File: config.mk
export PLATFORM = sky130hd
export DESIGN_NAME = video_timing_monitor
export DESIGN_NICKNAME = d
export VERILOG_FILES = /design/src/rtl/video_mon_pkg.sv /design/src/rtl/vmon_edge.sv /design/src/rtl/video_timing_monitor.sv
export SDC_FILE = /design/constraint.sdc
export NUM_CORES = 1
export LEC_CHECK = 0
export CAP_MARGIN = 20
export CORE_ASPECT_RATIO = 0.9
export CORE_UTILIZATION = 35
export CTS_CLUSTER_DIAMETER = 80
export DETAILED_ROUTE_END_ITERATION = 6
export PLACE_DENSITY = 0.5
export SLEW_MARGIN = 30
export SYNTH_ARGS = -nofsm -noshare
export SYNTH_HDL_FRONTEND = slang
export SYNTH_SLANG_ARGS = --single-unit
File: constraint.sdc
create_clock -name mclk -period 6.5 [get_ports mclk]
set_clock_uncertainty 0.1 [all_clocks]
set_input_delay 0.65 -clock mclk [delete_from_list [all_inputs] [get_ports mclk]]
set_output_delay 0.65 -clock mclk [all_outputs]
set_load 0.01 [all_outputs]
File: src/rtl/video_mon_pkg.sv
// Shared types and defaults for the video timing monitor.
package video_mon_pkg;

  localparam int CW_DEF    = 10;
  // Width of the matching-frame counter; LOCK_FRAMES ranges 1..15.
  localparam int LOCK_BITS = 4;

  typedef enum logic [1:0] {
    SEARCH,
    TRACK,
    LOCKED
  } vmon_state_t;

endpackage

File: src/rtl/vmon_edge.sv
// CE-qualified edge detector: compares the current CE sample with the
// previous CE sample. The previous sample resets to the deasserted level.
module vmon_edge (
  input  logic mclk,
  input  logic reset,
  input  logic ce,
  input  logic d,
  output logic rise,
  output logic fall
);

  logic prev;

  // Capture the input only on pixel enables; MCLK cycles between CEs are ignored.
  // NOTE: registers are assigned with <= so every always_ff reads pre-edge values.
  always_ff @(posedge mclk or posedge reset) begin
    if (reset) begin
      prev <= 1'b0;
    end else if (ce) begin
      prev <= d;
    end
  end

  assign rise = ce & d & ~prev;
  assign fall = ce & ~d & prev;

endmodule

File: src/rtl/video_timing_monitor.sv
// Measures line/frame totals, active sizes and sync widths from sampled
// HBLK/VBLK/HSYN/VSYN, and qualifies a stable mode with a lock FSM.
module video_timing_monitor
  import video_mon_pkg::*;
#(
  parameter int CW          = CW_DEF,
  parameter int LOCK_FRAMES = 4,
  parameter bit SYNC_POL    = 1'b0
) (
  input  logic          mclk,
  input  logic          reset,
  input  logic          ce,
  input  logic          hblk,
  input  logic          vblk,
  input  logic          hsyn,
  input  logic          vsyn,
  output logic [CW-1:0] h_total,
  output logic [CW-1:0] h_active,
  output logic [CW-1:0] h_syncw,
  output logic [CW-1:0] v_total,
  output logic [CW-1:0] v_active,
  output logic [CW-1:0] v_syncw,
  output logic          frame_stb,
  output logic          locked,
  output logic          err
);

  localparam logic [CW-1:0]        CMAX   = '1;
  localparam logic [CW-1:0]        ONE    = CW'(1);
  localparam logic [LOCK_BITS-1:0] LOCK_N = LOCK_BITS'(LOCK_FRAMES);

  function automatic logic [CW-1:0] sat_inc(input logic [CW-1:0] v);
    return (v == CMAX) ? v : v + ONE;
  endfunction

  // Syncs are handled active-high from here on.
  logic hs_in, vs_in;
  assign hs_in = SYNC_POL ? hsyn : ~hsyn;
  assign vs_in = SYNC_POL ? vsyn : ~vsyn;

  logic hs_lead, hs_trail, vs_lead, vs_trail, hb_fall;
  logic hb_rise, vb_rise, vb_fall;
  logic unused_edges;
  assign unused_edges = hb_rise ^ vb_rise ^ vb_fall;

  vmon_edge u_hs (.mclk(mclk), .reset(reset), .ce(ce), .d(hs_in), .rise(hs_lead), .fall(hs_trail));
  vmon_edge u_vs (.mclk(mclk), .reset(reset), .ce(ce), .d(vs_in), .rise(vs_lead), .fall(vs_trail));
  vmon_edge u_hb (.mclk(mclk), .reset(reset), .ce(ce), .d(hblk),  .rise(hb_rise), .fall(hb_fall));
  vmon_edge u_vb (.mclk(mclk), .reset(reset), .ce(ce), .d(vblk),  .rise(vb_rise), .fall(vb_fall));

  logic [CW-1:0] hcnt, hact, hsw;
  logic [CW-1:0] h_tot, h_act, h_sw;
  logic [CW-1:0] vcnt, vact, vsw, v_sw;
  logic [CW-1:0] h_tot_n, h_act_n, h_sw_n, vcnt_n, vact_n;
  logic          ovf;
  logic          timeout;
  logic          match;
  vmon_state_t   state;
  logic [LOCK_BITS-1:0] mcnt;

  // Line/frame register values after this CE's edges, so a frame boundary
  // publishes a coincident line end in the same CE.
  // NOTE: every always_comb output gets a default first, so no latch is inferred.
  always_comb begin
    h_tot_n = h_tot;
    h_act_n = h_act;
    h_sw_n  = h_sw;
    vcnt_n  = vcnt;
    vact_n  = vact;
    if (hs_lead) begin
      h_tot_n = sat_inc(hcnt);
      h_act_n = hact;
      vcnt_n  = sat_inc(vcnt);
    end
    if (hs_trail) begin
      h_sw_n = hsw;
    end
    if (hb_fall && !vblk) begin
      vact_n = sat_inc(vact);
    end
  end

  // hcnt is about to reach saturation: no HSYNC lead for 2^CW-1 CEs.
  assign timeout = ce && !hs_lead && (hcnt == CMAX - ONE);
  assign match   = (h_tot_n == h_total) && (vcnt_n == v_total) && !ovf;

  // Per-CE horizontal counters and the last-line registers.
  always_ff @(posedge mclk or posedge reset) begin
    if (reset) begin
      hcnt  <= '0;
      hact  <= '0;
      hsw   <= '0;
      h_tot <= '0;
      h_act <= '0;
      h_sw  <= '0;
      ovf   <= 1'b0;
    end else if (ce) begin
      if (hs_lead) begin
        hcnt <= '0;
        hact <= '0;
      end else begin
        hcnt <= sat_inc(hcnt);
        if (!hblk) hact <= sat_inc(hact);
      end
      if (hs_trail)   hsw <= '0;
      else if (hs_in) hsw <= sat_inc(hsw);
      if (timeout)      ovf <= 1'b1;
      else if (vs_lead) ovf <= 1'b0;
      h_tot <= h_tot_n;
      h_act <= h_act_n;
      h_sw  <= h_sw_n;
    end
  end

  // Per-line vertical counters; frame counters restart at each VSYNC lead.
  always_ff @(posedge mclk or posedge reset) begin
    if (reset) begin
      vcnt <= '0;
      vact <= '0;
      vsw  <= '0;
      v_sw <= '0;
    end else if (ce) begin
      if (vs_lead) begin
        vcnt <= '0;
        vact <= '0;
      end else begin
        vcnt <= vcnt_n;
        vact <= vact_n;
      end
      if (vs_trail) begin
        v_sw <= vsw;
        vsw  <= '0;
      end else if (hs_lead && vs_in) begin
        vsw <= sat_inc(vsw);
      end
    end
  end

  // Publish measurements at each frame boundary and run the lock FSM.
  always_ff @(posedge mclk or posedge reset) begin
    if (reset) begin
      h_total   <= '0;
      h_active  <= '0;
      h_syncw   <= '0;
      v_total   <= '0;
      v_active  <= '0;
      v_syncw   <= '0;
      frame_stb <= 1'b0;
      locked    <= 1'b0;
      err       <= 1'b0;
      state     <= SEARCH;
      mcnt      <= '0;
    end else begin
      frame_stb <= 1'b0;
      err       <= 1'b0;
      if (vs_lead) begin
        h_total   <= h_tot_n;
        h_active  <= h_act_n;
        h_syncw   <= h_sw_n;
        v_total   <= vcnt_n;
        v_active  <= vact_n;
        v_syncw   <= v_sw;
        frame_stb <= 1'b1;
      end
      if (timeout) begin
        state  <= SEARCH;
        locked <= 1'b0;
        mcnt   <= '0;
        if (state == LOCKED) err <= 1'b1;
      end else if (vs_lead) begin
        case (state)
          SEARCH: begin
            state <= TRACK;
            mcnt  <= '0;
          end
          TRACK: begin
            if (match) begin
              mcnt <= mcnt + 1'b1;
              if (mcnt + 1'b1 == LOCK_N) begin
                state  <= LOCKED;
                locked <= 1'b1;
              end
            end else begin
              mcnt <= '0;
            end
          end
          LOCKED: begin
            if (!match) begin
              state  <= TRACK;
              locked <= 1'b0;
              mcnt   <= '0;
              err    <= 1'b1;
            end
          end
          default: begin
            state  <= SEARCH;
            locked <= 1'b0;
            mcnt   <= '0;
          end
        endcase
      end
    end
  end

endmodule

==> metrics.md <==
| Metric | Value |
|---|---|
| Top-count cell post-synth | nand2_1 |
| TritonRoute pass-1 iters | 7 |
| Reg2reg setup slack | 3110 ps |
| Synth cell types | 78 |
| Synth Flop Type | dfrtp_1 |
| Slew Limit Fails | 0 |
| Core area | 0.02361 sq mm |
| DRC | 3 |
| Cell Area, Synth | 0.008519 sq mm |
| Top cells by area, synth | dfrtp_1 (51%), nand2_1 (9.9%), nor2_1 (3.8%), xor2_1 (2.6%), o21ai_0 (2.5%) |
| Later-pin clock latency in the skew report | 420 ps |
| RePlAce Congestion | 0.8446 |
| FF/Latch Area | 0.004329 sq mm |
| Final hold vios | 0 |
| Final #Nets | 984 |
| Final Setup Violations | 0 |
| Synth area leader | dfrtp_1 |
| H-tree Lvls | 4 |
| CP most frequent cell | nor4_1 |
| CP max stage cell | or3b_2 |
| Die Span X | 166.5 um |
| Max cap viols | 0 |
| Crit. End Element | register |
| RSZ-0062 raised after global routing | no |
| Worst slew pin tran | 762.0 ps |
| Detail-routed via count per cell | 5.119 |
| Total die area | 0.02497 sq mm |
| Grt ovf | 0 |
| Layout area overhead | 18.52% |
| Min-delay src | h_sw[5] |
| Async SR Flop Fraction | 100.0% |
| Violated checks | DRC |
| CP arrival | 4160 ps |
| Number of synthesized flops with an enable pin | 0 |
| Port bufs | 69 |
| Top-area cell type share of the netlist area | 50.82% |
| Share of cells above drive strength 1 | 7.034% |
| FF+latch count, synth | 173 |
| Leak pwr | 4.518 nW |
| Pre-CTS setup slack | 2199 ps |
| Required time of the critical path | 6760 ps |
| CTS Buf Count | 17 |
| Final worst setup slack | 2603 ps |
| Clock Tree Buf Depth | 2 |
| Clock root cell | clkbuf_16 |
| Fill count | 2,353 |
| Antenna diodes | 0 |
| Post-synth top cells | nand2_1 (224), dfrtp_1 (173), nor2_1 (86) |
| Sequential fraction of the synthesis area | 50.82% |
| Status | complete, but fails checks |
| R2R depth | 8 |
| FP Rows | 53 |
| Crit path max-delay family | simple AND/OR/NAND/NOR gates |
| Hold endpoint | h_sw[5] |
| Clock sink count | 173 |
| Post-CTS resize count | 0 |
| Critical Path Max Stage Delay | 680 ps |
| Crit Path Max Fanout | 34 |
| Initial Util | 36.09% |
| Cell Chain, Critical Path | clkdlybuf4s50_1, buf_4, or3b_2, nor4_1, mux2_2, nor4_1, and3_1, nand3_4, nor3_2, o221a_1 |
| DR WL/cell | 16.16 um |
| Warnings, synthesis | 0 |
| Die height | 150.0 um |
| WS Path Type | in2reg |
| Net Count, Synth | 942 |
| Reg2reg end | mcnt[2] |
| CTS tree | done |
| Post-DP HPWL | 13,970 um |
| Setup TNS Final | 0 ps |
| First-pass GRT wire length | 34,460 um |
| Mapped Cells | 926 |
| Ports | 70 |
| Routed wire length | 20,740 um |
| Post-DRT Antenna Nets | 0 |
| Hold Path Class | reg2reg |
| Worst VDD drop | 0.0001396 V |
| 1st-iter DRT viols | 480 |
| Max transition margin | 49.12% |
| Vias in the first global route | 6,312 |
| Power per Cell Area | 315.2 mW/mm^2 |
| Syn_area_per_cell | 9.200 sq um |
| Minimum clock period | 3897 ps |
| Initial antenna violation count | 0 |
| Postcts setup bufs | 0 |
| Worst Setup Start Kind | input pin |
| Gr usage total | 17.42% |
| CP bufs+invs | 2 |
| Total number of vias | 6,568 |
| Clock transition at path regs | 70 ps |
| F_max | 256.6 MHz |
| Min-Delay Path Depth | 2 |
| Footprint of the multi-input gates | 0.003901 sq mm |
| Overall Power | 3.183 mW |
| Hold_buf cts | 0 |
| Final Cycle Share | 59.95% |
| Reg2Reg Launch Point | vcnt[0] |
| Pin count of the biggest net entering global routing | 77 |
[cells in the final DEF (no fill, tap or decap), drive strengths merged, types with 9 or more instances in the layout]
master,n
dfrtp,173
nor2,86
and3,18
nand4,17
o21ai,44
nand2b,14
xnor2,19
clkbuf,17
clkdlybuf4s50,69
mux2i,13
ha,9
nor4,13
nand3,32
nor3,12
inv,23
xor2,25
a31oi,26
a21oi,28
nand2,224
[worst max path at each step]
stage	from	end	slack [ps]	depth (start not counted)
global route	ce	mcnt[3]	2420	10
detailed placement	ce	mcnt[2]	2200	10
CTS	ce	state[1]	2640	10
floorplan	reset	err	1060	1
finish	ce	state[1]	2600	10
global placement	ce	mcnt[2]	2260	10
[tightest hold or removal path, delay by kind of cell, from the launching register on]
family / cells / cell delay, ps
flops: 1 / 320
simple gates: 2 / 120
[per-layer routing]
metal	vias up	share of wire [%]	routed length, um	GRT usage (%)
li1	3287	-	-	-
met2	106	45	9255	26.45
met1	3160	51	10520	25.20
met4	0	1.1	235	4.954
met3	15	3.5	721	3.306
met5	-	0	0	0
[cell type report]
class | count | share of cell area (%)
Timing Repair Buffer | 76 | 7.361
Sequential cell | 173 | 42.87
Inverter | 17 | 0.6815
Tap cell | 302 | 3.742
Clock buffer | 17 | 4.213
Multi-Input combinational cell | 683 | 38.64
Clock inverter | 15 | 2.491
[cell families after synthesis]
logic type,synth area share (%)
simple gates,24.95
flops,50.82
compound gates,12.57
buf+inv,3.495
xor+xnor,4.788
mux,2.056
fa+ha+maj,1.322
[power by group]
group	switching, mW	leakage [nW]	internal (mW)	total [mW]
registers	0.168	2.31	1.22	1.38
clock network	0.471	0.327	0.699	1.17
logic	0.334	1.88	0.294	0.628
[per-stage QoR]
stage	instance area [sq um]	cells	hold slack [ps]	util, %
after global placement	9420	1251	352.6	39.90
final	10100	1283	372.1	42.77
after global routing	10100	1283	389.2	42.77
after floorplan	8519	926	338.6	-
after detailed placement	9420	1251	356.2	39.90
after CTS	10100	1283	376.7	42.77
(Power assumes the default switching activity.)
